==> config.mk <==
export PLATFORM = sky130hd
export DESIGN_NAME = lz77_stream_encoder
export DESIGN_NICKNAME = d
export VERILOG_FILES = /design/src/rtl/lz77_stream_encoder.sv
export SDC_FILE = /design/constraint.sdc
export NUM_CORES = 1
export LEC_CHECK = 0
export ABC_CLOCK_PERIOD_IN_PS = 12000
export CAP_MARGIN = 10
export CORE_ASPECT_RATIO = 0.9
export CORE_MARGIN = 2
export CORE_UTILIZATION = 49
export CTS_BUF_LIST = sky130_fd_sc_hd__clkbuf_16
export CTS_CLUSTER_DIAMETER = 50
export DETAILED_ROUTE_END_ITERATION = 6
export GPL_TIMING_DRIVEN = 0
export HOLD_SLACK_MARGIN = 0.12
export PLACE_DENSITY_LB_ADDON = 0.08
export SLEW_MARGIN = 20
export SYNTH_ARGS = -nofsm -noshare
export SYNTH_HDL_FRONTEND = slang
export SYNTH_SLANG_ARGS = --single-unit
==> constraint.sdc <==
create_clock -name clk -period 12 [get_ports clk]
set_input_delay 2.4 -clock clk [delete_from_list [all_inputs] [get_ports clk]]
set_output_delay 2.4 -clock clk [all_outputs]
set_load 0.01 [all_outputs]
==> src/rtl/lz77_stream_encoder.sv <==
// Streaming LZ77 encoder: symbols in over valid/ready, (offset, match_len, char_nxt) tokens out.
// Define LZ77_END_MARKER_EN to make the final token carry END_CHAR (plus a trailing END token if needed).
module lz77_stream_encoder #(
  parameter int SYM_W    = 8,
  parameter int SEARCH_W = 9,
  parameter int LA_W     = 8,
  parameter int OFF_W    = $clog2(SEARCH_W),
  parameter int LEN_W    = $clog2(LA_W),
  parameter logic [SYM_W-1:0] END_CHAR = 8'h24
) (
  input  logic             clk,
  input  logic             reset,
  input  logic             in_valid_i,
  output logic             in_ready_o,
  input  logic [SYM_W-1:0] in_data_i,
  input  logic             in_last_i,
  output logic             out_valid_o,
  input  logic             out_ready_i,
  output logic [OFF_W-1:0] offset_o,
  output logic [LEN_W-1:0] match_len_o,
  output logic [SYM_W-1:0] char_nxt_o,
  output logic             finish_o
);

`ifdef LZ77_END_MARKER_EN
  localparam bit END_TOKEN_ON = 1'b1;
`else
  localparam bit END_TOKEN_ON = 1'b0;
`endif
  localparam int LA_CNT_W   = $clog2(LA_W + 1);
  localparam int HIST_CNT_W = $clog2(SEARCH_W + 1);

  typedef enum logic [2:0] {FILL, SEARCH, EMIT, SHIFT, END_TOK, DONE} state_e;

  state_e state_q, state_d;

  logic [LA_W-1:0][SYM_W-1:0]     la_q;
  logic [SEARCH_W-1:0][SYM_W-1:0] hist_q;
  logic [LA_CNT_W-1:0]            la_cnt_q;
  logic [HIST_CNT_W-1:0]          hist_cnt_q;
  logic                           last_seen_q;
  logic [OFF_W-1:0]               srch_idx_q;
  logic [OFF_W-1:0]               best_off_q;
  logic [LEN_W-1:0]               best_len_q;
  logic [LA_CNT_W-1:0]            shift_cnt_q;
  logic                           end_used_q;
  logic                           in_ready_q, out_valid_q, finish_q;
  logic [OFF_W-1:0]               offset_q;
  logic [LEN_W-1:0]               len_q;
  logic [SYM_W-1:0]               char_q;

  logic             accept, tok_hs;
  logic [LEN_W-1:0] cand_len, fin_len;
  logic [OFF_W-1:0] fin_off;
  logic             cand_ok, use_end;

  assign accept = in_ready_q & in_valid_i;
  assign tok_hs = out_valid_q & out_ready_i;

  // Candidate o walks back o+1 symbols into history and may run on into the lookahead itself.
  always_comb begin
    int la_cnt_int;
    int max_len;
    int src;
    logic run;
    logic [SYM_W-1:0] cand_sym;
    la_cnt_int = int'(la_cnt_q);
    max_len    = la_cnt_int - 1;
    if (END_TOKEN_ON && last_seen_q) max_len = la_cnt_int;
    if (max_len > LA_W - 1) max_len = LA_W - 1;
    cand_len = '0;
    run      = 1'b1;
    src      = 0;
    cand_sym = '0;
    for (int i = 0; i < LA_W - 1; i++) begin
      if (i <= int'(srch_idx_q)) begin
        src      = int'(srch_idx_q) - i;
        cand_sym = hist_q[OFF_W'(src)];
      end else begin
        src      = i - int'(srch_idx_q) - 1;
        cand_sym = la_q[LEN_W'(src)];
      end
      if (run && i < max_len && cand_sym == la_q[LEN_W'(i)]) cand_len = cand_len + LEN_W'(1);
      else run = 1'b0;
    end
    cand_ok = (int'(srch_idx_q) < int'(hist_cnt_q)) && (cand_len > best_len_q);
    fin_len = cand_ok ? cand_len : best_len_q;
    fin_off = cand_ok ? srch_idx_q : best_off_q;
    use_end = END_TOKEN_ON && (int'(fin_len) == la_cnt_int);
  end

  always_comb begin
    state_d = state_q;
    case (state_q)
      FILL:    if (accept && (in_last_i || la_cnt_q == LA_CNT_W'(LA_W - 1))) state_d = SEARCH;
      SEARCH:  if (srch_idx_q == OFF_W'(SEARCH_W - 1)) state_d = EMIT;
      EMIT:    if (tok_hs) state_d = SHIFT;
      SHIFT: begin
        if (shift_cnt_q == LA_CNT_W'(1)) begin
          if (la_cnt_q == LA_CNT_W'(1) && last_seen_q)
            state_d = (end_used_q || !END_TOKEN_ON) ? DONE : END_TOK;
          else if (last_seen_q)
            state_d = SEARCH;
          else
            state_d = FILL;
        end
      end
      END_TOK: if (tok_hs) state_d = DONE;
      DONE:    state_d = DONE;
      default: state_d = FILL;
    endcase
  end

  // Handshake flags are registered from the next state so they are all low while reset is held.
  always_ff @(posedge clk or posedge reset) begin
    if (reset) begin
      state_q     <= FILL;
      in_ready_q  <= 1'b0;
      out_valid_q <= 1'b0;
      finish_q    <= 1'b0;
    end else begin
      state_q     <= state_d;
      in_ready_q  <= (state_d == FILL);
      out_valid_q <= (state_d == EMIT) || (state_d == END_TOK);
      finish_q    <= (state_d == DONE);
    end
  end

  always_ff @(posedge clk or posedge reset) begin
    if (reset) begin
      la_q        <= '0;
      hist_q      <= '0;
      la_cnt_q    <= '0;
      hist_cnt_q  <= '0;
      last_seen_q <= 1'b0;
      srch_idx_q  <= '0;
      best_off_q  <= '0;
      best_len_q  <= '0;
      shift_cnt_q <= '0;
      end_used_q  <= 1'b0;
      offset_q    <= '0;
      len_q       <= '0;
      char_q      <= '0;
    end else begin
      case (state_q)
        FILL: begin
          if (accept) begin
            la_q[LEN_W'(la_cnt_q)] <= in_data_i;
            la_cnt_q <= la_cnt_q + LA_CNT_W'(1);
            if (in_last_i) last_seen_q <= 1'b1;
          end
        end
        SEARCH: begin
          srch_idx_q <= srch_idx_q + OFF_W'(1);
          best_len_q <= fin_len;
          best_off_q <= fin_off;
          if (srch_idx_q == OFF_W'(SEARCH_W - 1)) begin
            offset_q    <= fin_off;
            len_q       <= fin_len;
            char_q      <= use_end ? END_CHAR : la_q[fin_len];
            shift_cnt_q <= LA_CNT_W'(fin_len) + (use_end ? LA_CNT_W'(0) : LA_CNT_W'(1));
            end_used_q  <= use_end;
          end
        end
        SHIFT: begin
          hist_q      <= {hist_q[SEARCH_W-2:0], la_q[0]};
          la_q        <= {SYM_W'(0), la_q[LA_W-1:1]};
          la_cnt_q    <= la_cnt_q - LA_CNT_W'(1);
          shift_cnt_q <= shift_cnt_q - LA_CNT_W'(1);
          if (hist_cnt_q != HIST_CNT_W'(SEARCH_W)) hist_cnt_q <= hist_cnt_q + HIST_CNT_W'(1);
          if (state_d == END_TOK) begin
            offset_q <= '0;
            len_q    <= '0;
            char_q   <= END_CHAR;
          end
        end
        default: ;
      endcase
      if (state_d == SEARCH && state_q != SEARCH) begin
        srch_idx_q <= '0;
        best_len_q <= '0;
        best_off_q <= '0;
      end
    end
  end

  assign in_ready_o  = in_ready_q;
  assign out_valid_o = out_valid_q;
  assign finish_o    = finish_q;
  assign offset_o    = offset_q;
  assign match_len_o = len_q;
  assign char_nxt_o  = char_q;

endmodule

==> reports/results.ini <==
[die]
die_x_microns = 178.1
initial_utilization_pct = 49.71
coreArea_sq_um = 26890
die-area_sq_um = 28620
core.rowCount = 57
die_y_microns = 160.7
io_pins = 31

[synthesis]
ys_ff_latch = 181
synth_mux_area_share_pct = 22.60
ys_seq_area_share_pct = 33.89
synth_compound_area_share_pct = 13.75
synthAdderAreaFrac_pct = 2.715
yosys.area_share.simple_pct = 19.30
synth_ff_type = dfrtp_1
synth_nets = 1512
synth.avg_cell_area_sq_um = 9.093
synth_top_family_by_area = multiplexers
netlist_area_sq_um = 13370
async_flop_share_pct = 100.0
synth_edf_count = 0
syn_inst = 1470
synth_cell_type_count = 87
synth-xor-area-share_pct = 2.827
synth_warnings = 0

[clock_tree]
clock_sinks = 181
cts_tree = yes
clock_latency_ns = 0.46
clockRootBuffer = clkbuf_16
cts.clk_slew.worst_paths_ns = 0.07
ctsHoldBuffers = 0
clock_path_buffers = 2
htree_levels = 4
cts_made_buffers = 17

[worst_setup_path]
cp_common_cell = ha_1
crit_arrival_ns = 11.75
criticalPathCategory = flip-flop to flip-flop
endpoint_kind = flip-flop
max_stage_delay_ns = 0.96
cp.required_ns = 12.29
cp_max_fo = 10
worst_setup_path_start_kind = flip-flop
critPathSlowestCell = xnor2_1

[global_routing]
first_global_vias = 12100
met3_usage_pct = 8.404
met2_usage_pct = 50.46
grt_usage_pct = 34.16
grt_max_degree = 97
grt_use_met1_pct = 49.25
top_usage_layer = met2
antenna_found_initial = 0
grt_overflow = 0
grt_pass1_wl_microns = 73190

[power_and_ir_drop]
netSwitchingFraction_pct = 48.58
combinationalPowerShare_pct = 59.4
p_int_mw = 2.184
clkPwrFrac_pct = 14.0
peakVddDrop_mv = 0.1331
powerDensity_nw_per_um2 = 284.6
power.share.sequential_pct = 26.5
p_switching_mw = 2.063
cellLeakagePower_nw = 6.653

[cells_and_area]
multi_input_area_sq_um = 8330
diodes = 0
layout_common_cells = 394 x nand2_1, 181 x dfrtp_1, 118 x mux2i_1
final_cell_area_sq_um = 14930
final_common_cell = nand2_1
drive_gt1_share_pct = 13.52
nets = 1560
seq_area_sq_um = 4529
area_growth_pct = 11.67
fill_cells = 2435

[sta]
worst_slew_pin_slew_ns = 1.235
relSlewSlack_pct = 17.05
drv_slew = 0
fin_ws_ns = 0.5441
final-hold-violation-count = 0
finClkSkew_ns = 0.02118
period_share_pct = 95.47
fin_crit_ns = 11.46
fmax_ghz = 0.08729
setup_viol_count_final = 0

[detailed_routing]
initialDrtViolationCount = 1613
wl_per_cell_microns = 24.96
drtAntennaViolNets = 0
vias_per_cell = 6.564
dr.pass1.iters = 6
routed_wl_microns = 47050
vias = 12370
drc = 0

[placed_design]
gp_congestion = 1.002
hpwl_microns = 35260
placed_cell_area_sq_um = 14120
portBuffers = 22
dpl_worst_slack_ns = -2.456

[flow_run]
cap_viol_max_count = 0

[min_path]
hp-class = flip-flop to flip-flop

[outcome]
status = finished, final reports clean

-- state kept, by name (all words and copies together) (netlist names) --
name,flops
hist_q,72
la_q,64
char_nxt_o,8
best_off_q,4
hist_cnt_q,4
la_cnt_q,4
offset_o,4
shift_cnt_q,4
srch_idx_q,4
best_len_q,3
match_len_o,3
state_q,3
finish_o,1
in_ready_o,1
last_seen_q,1
out_valid_o,1
-- synth_stat cells (6+ instances only) --
cell type | n | share of area, %
o22ai_1 | 10 | 0.47
mux2_2 | 27 | 2.3
nand3_1 | 24 | 0.90
a31oi_1 | 20 | 0.94
a211o_1 | 10 | 0.66
a22oi_1 | 28 | 1.6
buf_4 | 9 | 0.51
nand2_1 | 394 | 11
nor3_1 | 22 | 0.82
ha_1 | 29 | 2.7
xor2_1 | 15 | 0.98
nand4_1 | 14 | 0.66
nor4_1 | 10 | 0.47
or4_1 | 7 | 0.39
and2_1 | 9 | 0.42
nor3b_1 | 12 | 0.67
a211oi_1 | 6 | 0.34
dfrtp_1 | 181 | 34
buf_1 | 20 | 0.56
a22o_1 | 9 | 0.59
buf_2 | 14 | 0.52
nand3b_1 | 6 | 0.34
a221oi_1 | 7 | 0.46
or3_1 | 7 | 0.33
mux2i_1 | 118 | 8.8
xnor2_1 | 25 | 1.6
a21oi_1 | 26 | 0.97
nand2b_1 | 6 | 0.28
mux4_2 | 65 | 11
inv_1 | 33 | 0.93
nor2_1 | 46 | 1.3
o211ai_1 | 7 | 0.39
clkbuf_1 | 59 | 1.7
o21ai_0 | 88 | 3.3
nor2b_1 | 9 | 0.42
o31ai_1 | 6 | 0.34
-- power by group through the flow --
stage | sequential [mW] | combinational (mW) | clock, mW
2_1_floorplan | 1.01 | 1.71 | 0
3_3_place_gp | 1.12 | 2.32 | 0
3_5_place_dp | 1.13 | 2.37 | 0
4_1_cts | 1.12 | 2.40 | 0.601
5_1_grt | 1.15 | 2.68 | 0.629
6_report | 1.13 | 2.52 | 0.595
-- worst max-delay path, delay by kind of cell (launching register included) --
family / cells / cell delay, ns
adder cells (fa/ha/maj): 8 / 2.06
AO/OA/AOI/OAI: 12 / 2.08
multiplexers: 1 / 0.30
flip-flops: 1 / 0.46
AND/OR/NAND/NOR: 16 / 2.44
XOR/XNOR: 5 / 1.83
buffers and inverters: 11 / 2.06
-- final cells by class --
class                           count  area share [%]
Clock buffer                       17           2.850
Buffer                            108           3.831
Timing Repair Buffer               32           2.104
Inverter                           34          0.9304
Tap cell                          354           2.967
Sequential cell                   181           30.34
Multi-Input combinational cell   1144           55.81
Clock inverter                     15           1.165
-- what timing repair did --
action | in CTS | in global routing
setup endpoints to repair | 26 | 18
buffers inserted | 0 | 5
resized for setup | 24 | 33
pin swaps | 0 | 3
-- through the flow --
step | util (%) | total power [mW] | hold slack (ns) | std cells | setup TNS, ns
final | 55.52 | 4.247 | 0.4750 | 1885 | 0
after global routing | 55.52 | 4.462 | 0.5192 | 1885 | -0.03461
after CTS | 54.96 | 4.113 | 0.4821 | 1882 | 0
after detailed placement | 52.51 | 3.493 | 0.4645 | 1851 | -47.75
after global placement | 52.18 | 3.441 | 0.4610 | 1846 | -42.76
after floorplan | - | 2.714 | 0.4415 | 1470 | 0
-- kinds of logic after synthesis --
family / count (synthesis)
multiplexers: 216
AO/OA/AOI/OAI: 272
adder cells (fa/ha/maj): 29
flip-flops: 181
AND/OR/NAND/NOR: 586
XOR/XNOR: 41
buffers and inverters: 145
-- per-layer routing --
metal	vias up	routed length, microns
met4	0	1199
met1	6189	20610
met3	104	4506
met5	-	0
met2	680	20730
li1	5400	-
-- final timing paths --
path	from	endpoint	slack [ns]	cells past startpoint
max	srch_idx_q[1]$_DFFE_PP0P_	shift_cnt_q[1]$_DFFE_PP0P_	0.54	53
min	offset_o[1]$_DFFE_PP0P_	offset_o[1]$_DFFE_PP0P_	0.48	2
max reg2reg	srch_idx_q[1]$_DFFE_PP0P_	shift_cnt_q[1]$_DFFE_PP0P_	0.54	53
min reg2reg	offset_o[1]$_DFFE_PP0P_	offset_o[1]$_DFFE_PP0P_	0.48	2
max in group asynchronous	reset	offset_o[0]$_DFFE_PP0P_	8.65	3
min in group asynchronous	reset	la_q[58]$_DFFE_PP0P_	2.40	2
Power figures use the tool's default switching activity.
